===== src/rtl/cycle_seq.sv =====
// Two-phase-strobed instruction cycle sequencer: FETCH -> DECODE -> EXEC [-> EXEC2] -> FETCH.
// PH2 is the advance qualifier; PH1 drives SYNC and the LONG capture window.
module cycle_seq (
  input  logic       CLK,
  input  logic       RST,
  input  logic       PH1,
  input  logic       PH2,
  input  logic       READY,
  input  logic       LONG,
  input  logic       HALT,
  output logic [1:0] STATE,
  output logic       SYNC,
  output logic       PC_INC,
  output logic       WB_EN,
  output logic       HALTED,
  output logic [3:0] ICOUNT
);

  localparam logic [1:0] FETCH  = 2'b00;
  localparam logic [1:0] DECODE = 2'b01;
  localparam logic [1:0] EXEC   = 2'b10;
  localparam logic [1:0] EXEC2  = 2'b11;

  logic       tick;
  logic       ph1_only;
  logic       long_q;
  logic       fetch_go;
  logic       retire;
  logic [1:0] state_nx;

  // PH2 wins an illegal PH1/PH2 overlap, so PH1 only counts when PH2 is low.
  assign tick     = PH2;
  assign ph1_only = PH1 & ~PH2;

  always_comb begin
    state_nx = STATE;
    fetch_go = 1'b0;
    retire   = 1'b0;
    if (tick) begin
      case (STATE)
        FETCH: begin
          if (READY && !HALT) begin
            state_nx = DECODE;
            fetch_go = 1'b1;
          end
        end
        DECODE: state_nx = EXEC;
        EXEC: begin
          if (long_q) begin
            state_nx = EXEC2;
          end else begin
            state_nx = FETCH;
            retire   = 1'b1;
          end
        end
        EXEC2: begin
          state_nx = FETCH;
          retire   = 1'b1;
        end
        default: state_nx = FETCH;
      endcase
    end
  end

  always_ff @(posedge CLK or posedge RST) begin
    if (RST) begin
      STATE  <= FETCH;
      SYNC   <= 1'b0;
      PC_INC <= 1'b0;
      WB_EN  <= 1'b0;
      HALTED <= 1'b0;
      ICOUNT <= '0;
      long_q <= 1'b0;
    end else begin
      STATE  <= state_nx;
      SYNC   <= (STATE == FETCH) && ph1_only;
      PC_INC <= fetch_go;
      WB_EN  <= retire;
      if (retire)
        ICOUNT <= ICOUNT + 4'd1;
      // HALT is only sampled on FETCH ticks, so HALTED holds across non-tick edges.
      if (tick && (STATE == FETCH))
        HALTED <= HALT;
      if ((STATE == DECODE) && ph1_only)
        long_q <= LONG;
      else if (tick && (STATE == EXEC2))
        long_q <= 1'b0;
    end
  end

endmodule


===== config.mk =====
export PLATFORM = sky130hd
export DESIGN_NAME = cycle_seq
export DESIGN_NICKNAME = d
export VERILOG_FILES = /design/src/rtl/cycle_seq.sv
export SDC_FILE = /design/constraint.sdc
export NUM_CORES = 1
export LEC_CHECK = 0
export CAP_MARGIN = 20
export CORE_MARGIN = 2
export CORE_UTILIZATION = 35
export DETAILED_ROUTE_END_ITERATION = 8
export DONT_BUFFER_PORTS = 1
export SLEW_MARGIN = 15
export SYNTH_ARGS = -nofsm -noshare
export SYNTH_HDL_FRONTEND = slang
export SYNTH_SLANG_ARGS = --single-unit

===== constraint.sdc =====
create_clock -name CLK -period 1.9 [get_ports CLK]
set_clock_uncertainty 0.15 [all_clocks]
set_input_delay 0.285 -clock CLK [delete_from_list [all_inputs] [get_ports CLK]]
set_output_delay 0.285 -clock CLK [all_outputs]
set_load 0.01 [all_outputs]

### Word-level counts from Yosys, hierarchy flattened

Cells that the tools add are included.
Widths: inputs -> output; s select.

* shifts and indexed selects: 0
* $mul: 0
* add/sub/neg operators: 1
* $lt $le $gt $ge: 0
* equal/unequal tests: 4
* bitwise operators: 2
* divide/modulo/power cells: 0
* muxes and demuxes: 11
* reduce and logical (&&, ||, !) cells: 9

Operator list (number)
* $pmux 2 s4: 1
* $mux 1: 7
* $logic_and 1x1->1: 5
* $add 4x1->4 const B: 1
* $eq 2x2->1 const B: 2
* $mux 2: 2
* $eq 2x1->1 const B: 1
* $logic_not 2->1: 1
* $ne 2x2->1 const B: 1
* $pmux 1 s2: 1
* $reduce_and 2->1: 1
* $reduce_bool 2->1: 1
* $and 1x1->1: 1
* $logic_not 1->1: 1
* $not 1->1: 1

* memories kept: 0
* register bits: 11
* bits in writable memories: 0
* ROM bits: 0
* latch bits: 0

### Depth between registers and ports, before layout

Gate-level depths: netlist of the first run.

* depth in word-level cells: 5
* depth in mapped cells: 4
* depth with buffers taken out: 3

### Worst setup path after synthesis of the first run

Ideal clock, no wire load.

* path kind: flip-flop to flip-flop
* start: register STATE[0]
* end: register ICOUNT[1]
* setup slack: 0.537 ns
* clock period less this slack: 1.363 ns
* arrival time: 1.088 ns
* data required time: 1.625 ns
* library setup time: 0.125 ns
* stages on the path, launching flop included: 4
* path through: dfrtp_1 -> nand2b_4 -> and3_4 -> mux2_4

* word-level cells in the longest chain between the ends: 3

RTL lines
* start: declaration: line 11 `output logic [1:0] STATE,`
* start signal: assignment: line 75 `STATE <= state_nx;`
* $eq 2x2->1: line 40 `case (STATE)`
* $pmux 1 s2 (*): line 40
* $mux 1 (*): line 39 `if (tick) begin`
* named net retire: line 28 `logic retire;`
* end signal: assignment: line 80 `ICOUNT <= ICOUNT + 4'd1;`
* end: declaration: line 16 `output logic [3:0] ICOUNT`

The timed path passes the listed nets; every way through them passes the cells marked *.
A chain may end at the register's enable or synchronous reset.

### Final worst setup path of the first run

* start: register STATE[1]
* end: register ICOUNT[1]

The elaborated chain is that of the path after synthesis.

==> results.py, run 1 <==
metrics = {
    "global_route": {
        "grt_pass1_wl_um": 1610,
        "grt-ovfl-total": 0,
        "grt_antenna_before_repair": 0,
        "grt_pass1_vias": 393,
        "gr-usage-all-layers_pct": 13.0,
        "grt_start_max_net_pins": 12,
    },
    "timing": {
        "max_freq_ghz": 0.694,
        "fin_ws_ns": 0.458,
        "hold_viol_final": 0,
        "slew_viol_final": 0,
        "tightest_slew_ns": 0.420,
        "grt_setup_unrepaired": "false",
        "relSlewSlack_pct": 71.9,
        "fin_crit_sh_pct": 75.9,
        "setup-violations-final": 0,
        "fin_tns_setup_ns": 0,
        "period_needed_ns": 1.44,
    },
    "pwr": {
        "power_switching_uw": 307,
        "switching_share_pct": 37.1,
        "p_per_area_mw_per_mm2": 1480,
        "ir_worst_vdd_mv": 0.635,
        "p_comb_share_pct": 24.9,
        "power_uw": 827,
        "power.leakage_uw": 0.000252,
        "internal_power_uw": 521,
        "pwr-share-seq_pct": 56.0,
        "pwr-share-clk_pct": 19.1,
    },
    "floorplanning": {
        "fp.coreArea_sq_mm": 0.00132,
        "die_w_um": 42.0,
        "fp-row-count": 13,
        "start_util_pct": 38.3,
        "die_h_um": 42.0,
        "io_pins": 17,
        "die_area_sq_mm": 0.00176,
    },
    "final_layout": {
        "final_util_pct": 42.5,
        "syn_to_final_growth_pct": 11.2,
        "nNetsFinal": 54,
        "layout_commonest_cell": "dfrtp_1",
        "fill_cells": 116,
        "layout_common_cells": "dfrtp_1, clkbuf_4, dlygate4sd3_1",
        "drive_gt1_share_pct": 15.6,
        "num_antenna_cells": 0,
    },
    "critical_path": {
        "reg2reg_slack_ns": 0.46,
        "crit_type": "flip-flop to flip-flop",
        "cp.required_ns": 1.90,
        "critPathCaptureType": "flip-flop",
        "crit_path_start_kind": "flip-flop",
        "timing.rr.start": "STATE[1]$_DFFE_PP0P_",
        "critPathSlowestCell": "dfrtp_1",
        "reg2reg_to": "ICOUNT[1]$_DFFE_PP0P_",
        "cp_max_fo": 10,
        "cp_cell_sequence": "and3_4, mux2_4",
        "slowest_delay_ns": 0.59,
        "critPathArrivalTime_ns": 1.44,
        "reg2regPathDepth": 2,
    },
    "min_path": {
        "hold_path.class": "primary input to flip-flop",
        "worstHoldPathCells": 1,
        "min-delay-start": "PH2",
        "hold_end": "STATE[1]$_DFFE_PP0P_",
    },
    "job": {
        "cap_violations": 0,
    },
    "drt": {
        "first_pass_iters": 2,
        "drc": 0,
        "wl_met2_um": 488,
        "vias": 318,
        "wl_met1_um": 406,
        "viasPerCell": 5.30,
        "wl_per_cell_um": 16.0,
        "wl_met3_um": 66,
        "topRoutingLayerUsed": "met3",
        "dr.first_iter.drc_count": 5,
        "antenna_left": 0,
        "drt-total-wl_um": 961,
    },
    "place": {
        "dpl.hpwl_um": 725,
        "numPortBuffers": 0,
        "dpl_worst_slack_ns": 0.463,
        "place_congestion": 0.738,
    },
    "cts": {
        "cts_resized": 0,
        "htreeDepth": 1,
        "cts_buffers": 3,
        "cts_buffer_depth": 2,
        "clk_pin_slew_ns": 0.07,
        "cts_tree": "yes",
        "clk_latency_ns": 0.26,
        "clock-root-buffer": "clkbuf_4",
        "clock_sinks": 11,
    },
    "status": {
        "status": "finished, final reports clean",
    },
    "logic_synthesis": {
        "yosysSeqAreaShare_pct": 54.6,
        "syn_area_sq_um": 504,
        "syn_avg_cell_area_sq_um": 12.6,
        "synthCells": 40,
        "synth-seq-cells": 11,
        "ys_types": 24,
        "ys_warn_count": 0,
        "syn-num-nets": 48,
    },
}
power by group through the flow:
| stage | combinational, uW | clock, uW | sequential (uW) |
|---|---|---|---|
| 2_1_floorplan | 205 | 0 | 418 |
| 3_3_place_gp | 189 | 0 | 459 |
| 3_5_place_dp | 202 | 0 | 466 |
| 4_1_cts | 208 | 160 | 463 |
| 5_1_grt | 231 | 170 | 475 |
| 6_report | 206 | 158 | 463 |
state kept, by name, indices dropped and copies added (netlist names):
| signal | cells |
|---|---|
| PC_INC | 1 |
| SYNC | 1 |
| HALTED | 1 |
| long_q | 1 |
| WB_EN | 1 |
| ICOUNT | 4 |
| STATE | 2 |
critical path: cells and delay by family (launching register included):
| family | cells | cell delay, ns |
|---|---|---|
| DFF | 1 | 0.59 |
| and+or+nand+nor | 1 | 0.29 |
| muxes | 1 | 0.30 |
layer usage:
metal	vias up	track usage [%]
li1	151	-
met1	158	12.4
met4	0	13.5
met5	-	0
met3	0	6.09
met2	9	19.7
synthesized netlist by cell type:
master     count  share of area, %
nand4_1        2               2.5
nor3b_1        2               3.0
mux2_4         1               3.0
xor2_1         1               1.7
ha_1           1               2.5
nand2_1        2               1.5
o2bb2ai_1      1               1.7
mux2_1         1               2.2
nor2b_1        1               1.2
and3_1         1               1.2
dfrtp_1       11                55
nand2b_4       1               2.7
a22o_1         1               1.7
buf_4          1               1.5
nor2b_2        1               1.7
a31oi_1        1               1.2
xnor2_1        2               3.5
mux2i_1        1               2.0
and2_1         2               2.5
nor2_1         1              0.74
o21ai_0        2               2.0
buf_6          1               2.2
and3_4         1               2.2
inv_1          1              0.74
area by class of cell:
class / count / area, sq um / share of cell area, %
clock buffer: 4 / 26.3 / 4.69
sequential: 11 / 275 / 49.1
tap: 15 / 18.8 / 3.35
timing repair buffer: 3 / 30.0 / 5.36
multi-input combinational: 26 / 206 / 36.8
inverter: 1 / 3.75 / 0.670
metrics by stage:
stage / hold slack, ns / std cells / instance area (sq um)
finish: 0.0161 / 60 / 561
global route: 0.0107 / 60 / 561
CTS: 0.0200 / 60 / 561
detailed placement: 0.0355 / 53 / 504
global placement: 0.0221 / 53 / 504
floorplan: -0.0126 / 40 / 504
worst max-delay path by stage:
stage / start / to / slack [ns]
after floorplan: STATE[0]$_DFFE_PP0P_ / ICOUNT[1]$_DFFE_PP0P_ / 0.54
after global placement: STATE[0]$_DFFE_PP0P_ / ICOUNT[1]$_DFFE_PP0P_ / 0.50
after detailed placement: STATE[0]$_DFFE_PP0P_ / ICOUNT[1]$_DFFE_PP0P_ / 0.46
after CTS: STATE[0]$_DFFE_PP0P_ / ICOUNT[1]$_DFFE_PP0P_ / 0.47
after global routing: STATE[0]$_DFFE_PP0P_ / ICOUNT[1]$_DFFE_PP0P_ / 0.42
final: STATE[1]$_DFFE_PP0P_ / ICOUNT[1]$_DFFE_PP0P_ / 0.46
cells by family after synthesis:
family,Yosys count,synth area share (%)
multiplexers,3,7.20
buffers and inverters,3,4.47
adder cells (fa/ha/maj),1,2.48
AO/OA/AOI/OAI,5,6.70
XOR/XNOR,3,5.21
AND/OR/NAND/NOR,14,19.4
flip-flops,11,54.6
timing repair:
action                                 4_1_cts  5_1_grt
setup endpoints to repair                    0        0
endpoints found under the hold margin       15        0
hold buffers                                 3        0
buffers inserted                             0        0
No activity file was read; power rests on OpenSTA's default activity.
==> inputs of run 2 (changes only) <==
==> constraint.sdc (replaced) <==
create_clock -name CLK -period 1.2 [get_ports CLK]
set_clock_uncertainty 0.15 [all_clocks]
set_input_delay 0.18 -clock CLK [delete_from_list [all_inputs] [get_ports CLK]]
set_output_delay 0.18 -clock CLK [all_outputs]
set_load 0.01 [all_outputs]
==> run 2 against run 1 <==
Effect of this change: the run now ends with negative setup slack left; critical path depth grew 1; via count up 20%; final cell count grew 28%; sequential power grew 41%; count of clock-buffer cells in the layout unchanged; wire length rose by 8.6%; hold slack got worse by 0.0016 ns; cell area increased by 32%; combinational power increased to 3.9 times the previous value; maximum frequency is 9.8% higher; global-route usage grew 0.24 points; critical path type unchanged; largest power group is now combinational logic.
==> results.py, run 2 (synthesis results as in run 1) <==
metrics = {
    "timing": {
        "slew_viol_final": 0,
        "tightest_slew_ns": 0.429,
        "relSlewSlack_pct": 71.3,
        "hold_viol_final": 0,
        "period_needed_ns": 1.31,
        "fin_ws_ns": -0.113,
        "max_freq_ghz": 0.762,
        "fin_crit_sh_pct": 109,
        "setup-violations-final": 6,
        "grt_setup_unrepaired": "true",
    },
    "critical_path": {
        "crit_type": "flip-flop to flip-flop",
        "critPathArrivalTime_ns": 1.32,
        "reg2reg_to": "ICOUNT[1]$_DFFE_PP0P_",
        "critPathCaptureType": "flip-flop",
        "reg2reg_slack_ns": -0.11,
        "crit_start": "STATE[0]$_DFFE_PP0P_",
        "crit_path_end": "ICOUNT[1]$_DFFE_PP0P_",
        "reg2regPathDepth": 3,
        "crit_path_start_kind": "flip-flop",
        "timing.rr.start": "STATE[0]$_DFFE_PP0P_",
        "cp_max_fo": 3,
        "cp.required_ns": 1.20,
    },
    "floorplanning": {
        "fp.coreArea_sq_mm": 0.00132,
        "io_pins": 17,
        "start_util_pct": 38.3,
        "die_h_um": 42.0,
        "die_area_sq_mm": 0.00176,
        "fp-row-count": 13,
        "die_w_um": 42.0,
    },
    "final_layout": {
        "largest-register": "ICOUNT",
        "layout_commonest_cell": "dfrtp_1",
        "final_util_pct": 56.0,
        "num_antenna_cells": 0,
        "largest_reg_flops": 4,
        "layout_common_cells": "dfrtp_1, buf_6, dlygate4sd3_1",
        "syn_to_final_growth_pct": 46.4,
        "fill_cells": 110,
        "drive_gt1_share_pct": 35.5,
        "reg_top3": "ICOUNT: 4 flops, STATE: 2 flops",
        "nNetsFinal": 71,
    },
    "global_route": {
        "grt_pass1_wl_um": 1690,
        "grt_pass1_vias": 411,
        "grt_antenna_before_repair": 0,
        "grt-ovfl-total": 0,
        "grt_start_max_net_pins": 12,
        "gr-usage-all-layers_pct": 13.2,
    },
    "pwr": {
        "power.leakage_uw": 0.000351,
        "ir_worst_vdd_mv": 0.971,
        "p_per_area_mw_per_mm2": 2340,
        "power_uw": 1720,
    },
    "cts": {
        "cts_tree": "yes",
        "cts_buffer_depth": 2,
        "clk_latency_ns": 0.27,
        "cts_buffers": 3,
        "htreeDepth": 1,
        "clock_sinks": 11,
        "clk_pin_slew_ns": 0.08,
        "clock-root-buffer": "clkbuf_4",
    },
    "drt": {
        "antenna_left": 0,
        "drt-total-wl_um": 1040,
        "first_pass_iters": 4,
        "dr.first_iter.drc_count": 9,
        "drc": 0,
        "wl_per_cell_um": 13.6,
        "vias": 383,
        "viasPerCell": 4.97,
    },
    "status": {
        "status": "finished with violations",
        "violations": "negative setup slack",
    },
    "place": {
        "dpl_worst_slack_ns": -0.0560,
        "dpl.hpwl_um": 695,
        "numPortBuffers": 0,
        "place_congestion": 0.758,
    },
    "min_path": {
        "hold_path.class": "primary input to flip-flop",
    },
    "job": {
        "cap_violations": 0,
    },
}
-- run 2: where the power goes --
group          internal, uW  switching (uW)  total [uW]
Combinational           517             293         811
Sequential              508             146         653
Clock                   129             132         261
-- run 2: worst max-delay path: stages, from the launching register on --
cell	delay [ns]
dfrtp_2	0.43
nand2b_4	0.16
and3_4	0.16
mux2_4	0.29
-- run 2: layout make-up --
class | instances | area, sq um | area share (%)
well taps | 15 | 18.8 | 2.54
multi-input cells | 26 | 211 | 28.6
inverters | 1 | 3.75 | 0.508
clock buffers | 4 | 26.3 | 3.56
flip-flops and latches | 11 | 278 | 37.6
repair buffers | 20 | 200 | 27.1
-- run 2: per-stage QoR --
stage / setup TNS, ns / std cells / hold WS [ns] / cell area [sq um]
after floorplan: -0.187 / 40 / -0.118 / 509
after CTS: -0.472 / 77 / 0.0148 / 719
final: -0.398 / 77 / 0.0145 / 738
after detailed placement: -0.153 / 66 / -0.0661 / 603
after global placement: -0.112 / 66 / -0.0791 / 603
after global routing: -0.654 / 77 / 0.0338 / 738
-- run 2: per-layer routing --
layer / part of all wire, % / GRT usage, %
met5: 0 / 0
met2: 47 / 18.4
met3: 7.3 / 5.22
met1: 45 / 15.3
met4: 0 / 12.3
-- run 2: what timing repair did --
item                                    4_1_cts  5_1_grt
hold buffers                                  7        0
pin swaps                                     0        5
resized for setup                             6        5
endpoints found under the hold margin        19        0
endpoints found under the setup margin        7       12
setup buffers                                 0        0
-- run 2: worst min-delay path by stage --
stage,from,to,slack [ns],cells after the start
finish,HALT,STATE[0]$_DFFE_PP0P_,0.01,3
global route,HALT,STATE[0]$_DFFE_PP0P_,0.03,3
CTS,HALT,STATE[0]$_DFFE_PP0P_,0.01,3
detailed placement,RST,ICOUNT[0]$_DFFE_PP0P_,-0.07,1
global placement,RST,ICOUNT[3]$_DFFE_PP0P_,-0.08,1
floorplan,RST,HALTED$_DFFE_PP0P_,-0.12,1
==> inputs of run 3 (changes only) <==
--- a/config.mk
+++ b/config.mk
@@ -6,9 +6,9 @@
 export NUM_CORES = 1
 export LEC_CHECK = 0
 export CAP_MARGIN = 20
-export CORE_MARGIN = 2
-export CORE_UTILIZATION = 35
+export CORE_AREA = 2 2 39 41
 export DETAILED_ROUTE_END_ITERATION = 8
+export DIE_AREA = 0 0 41 43
 export DONT_BUFFER_PORTS = 1
 export SLEW_MARGIN = 15
 export SYNTH_ARGS = -nofsm -noshare
==> constraint.sdc (replaced) <==
create_clock -name CLK -period 1.5 [get_ports CLK]
set_clock_uncertainty 0.15 [all_clocks]
set_input_delay 0.225 -clock CLK [delete_from_list [all_inputs] [get_ports CLK]]
set_output_delay 0.225 -clock CLK [all_outputs]
set_load 0.01 [all_outputs]
==> run 3 against run 2 <==
Effect of this change: the run now ends clean; count of clock-buffer cells in the layout stayed put; cell area is 18% lower; final cell count is 14% lower; wire length is 11% lower; sequential share of layout area is 7.7 points higher.
==> results.py, run 3 (synthesis results as in run 1) <==
metrics = {
    "final_layout": {
        "largest-register": "ICOUNT",
        "layout_commonest_cell": "dfrtp_1",
        "num_antenna_cells": 0,
        "final_util_pct": 43.9,
        "drive_gt1_share_pct": 18.0,
        "syn_to_final_growth_pct": 20.3,
        "nNetsFinal": 59,
        "layout_common_cells": "dfrtp_1, dlygate4sd3_1, clkbuf_4",
        "largest_reg_flops": 4,
        "layout.cells.non_filler": 66,
        "reg_top3": "ICOUNT: 4 flops, STATE: 2 flops",
    },
    "drt": {
        "first_pass_iters": 4,
        "dr.first_iter.drc_count": 11,
        "antenna_left": 0,
        "wl_per_cell_um": 14.0,
        "drc": 0,
        "vias": 338,
        "drt-total-wl_um": 926,
        "viasPerCell": 5.12,
    },
    "global_route": {
        "grt_start_max_net_pins": 12,
        "grt-ovfl-total": 0,
        "grt_pass1_wl_um": 1550,
        "grt_antenna_before_repair": 0,
        "gr-usage-all-layers_pct": 13.7,
        "grt_pass1_vias": 326,
    },
    "cts": {
        "cts_buffers": 3,
        "clock-root-buffer": "clkbuf_4",
        "htreeDepth": 1,
        "clk_pin_slew_ns": 0.07,
        "post_cts_buffers": 0,
        "clock_sinks": 11,
        "cts_tree": "yes",
        "clk_latency_ns": 0.26,
        "cts_buffer_depth": 2,
    },
    "floorplanning": {
        "die_w_um": 41,
        "die_area_sq_mm": 0.00176,
        "fp.coreArea_sq_mm": 0.00138,
        "io_pins": 17,
        "fp-row-count": 14,
        "die_h_um": 43,
        "start_util_pct": 36.4,
    },
    "timing": {
        "setup-violations-final": 0,
        "fin_tns_setup_ns": 0,
        "grt_setup_unrepaired": "false",
        "relSlewSlack_pct": 73.5,
        "tightest_slew_ns": 0.397,
        "fin_crit_sh_pct": 89.5,
        "max_freq_ghz": 0.745,
        "period_needed_ns": 1.34,
        "hold_viol_final": 0,
        "slew_viol_final": 0,
    },
    "critical_path": {
        "crit_path_start_kind": "primary input",
        "cp.required_ns": 1.49,
        "critPathArrivalTime_ns": 1.34,
        "critPathSlowestCell": "dlygate4sd3_1",
        "critPathCaptureType": "flip-flop",
        "crit_type": "primary input to flip-flop",
        "slowest_delay_ns": 0.67,
        "cp_cell_sequence": "dlygate4sd3_1, nand2_1, mux2_1",
        "cp_max_fo": 7,
    },
    "place": {
        "numPortBuffers": 0,
        "dpl.hpwl_um": 653,
        "place_inst": 56,
        "place_congestion": 0.829,
    },
    "min_path": {
        "hold_path.class": "primary input to flip-flop",
    },
    "job": {
        "cap_violations": 0,
    },
    "pwr": {
        "power.leakage_uw": 0.000275,
        "p_per_area_mw_per_mm2": 1770,
        "ir_worst_vdd_mv": 0.723,
    },
    "status": {
        "status": "finished, final reports clean",
    },
}
## run 3: worst max-delay path, delay by kind of cell
kind,cells,cell delay [ns]
simple gates,1,0.12
mux,1,0.32
buf+inv,1,0.67
## run 3: final timing paths
path                                  startpoint               endpoint  slack, ns  cells after the start
max                                          PH2     HALTED$_DFFE_PP0P_       0.16                      3
min                                          PH2   STATE[1]$_DFFE_PP0P_       0.03                      2
max reg2reg                 STATE[1]$_DFFE_PP0P_  ICOUNT[1]$_DFFE_PP0P_       0.17                      2
min reg2reg                ICOUNT[3]$_DFFE_PP0P_  ICOUNT[3]$_DFFE_PP0P_       0.38                      1
max in group asynchronous                    RST   STATE[0]$_DFFE_PP0P_       0.69                      2
min in group asynchronous                    RST  ICOUNT[3]$_DFFE_PP0P_       0.23                      2
## run 3: area by class of cell
class | count | area, sq um
tap | 16 | 20.0
multi-input combinational | 26 | 206
inverter | 1 | 3.75
fill | 130 | 777
timing repair buffer | 8 | 75.1
sequential | 11 | 275
clock buffer | 4 | 26.3
## run 3: repair_timing
action,in CTS,in global routing
gates resized for setup,0,0
hold buffers,5,1
hold endpoints to repair,18,1
## run 3: power by group
group	leakage [uW]	internal (uW)	switching [uW]
Clock	0.0000150	103	92.7
Sequential	0.000141	402	154
Combinational	0.000119	188	137
## run 3: layer usage
metal / GRT usage (%) / wire length [um] / up-vias
met5: 0 / 0 / -
met4: 8.00 / 0 / 0
met3: 6.81 / 70 / 0
met2: 18.4 / 446 / 17
met1: 16.9 / 409 / 164
li1: - / - / 157
## run 3: per-stage QoR
step,hold WS (ns),total power [uW],instance area [sq um],setup WS (ns)
2_1_floorplan,-0.0726,789,504,0.137
3_3_place_gp,-0.0364,845,520,0.220
3_5_place_dp,-0.0191,867,520,0.196
5_1_grt,0.0219,1170,607,0.0551
6_report,0.0259,1080,607,0.157
4_1_cts,0.00713,1080,597,0.171
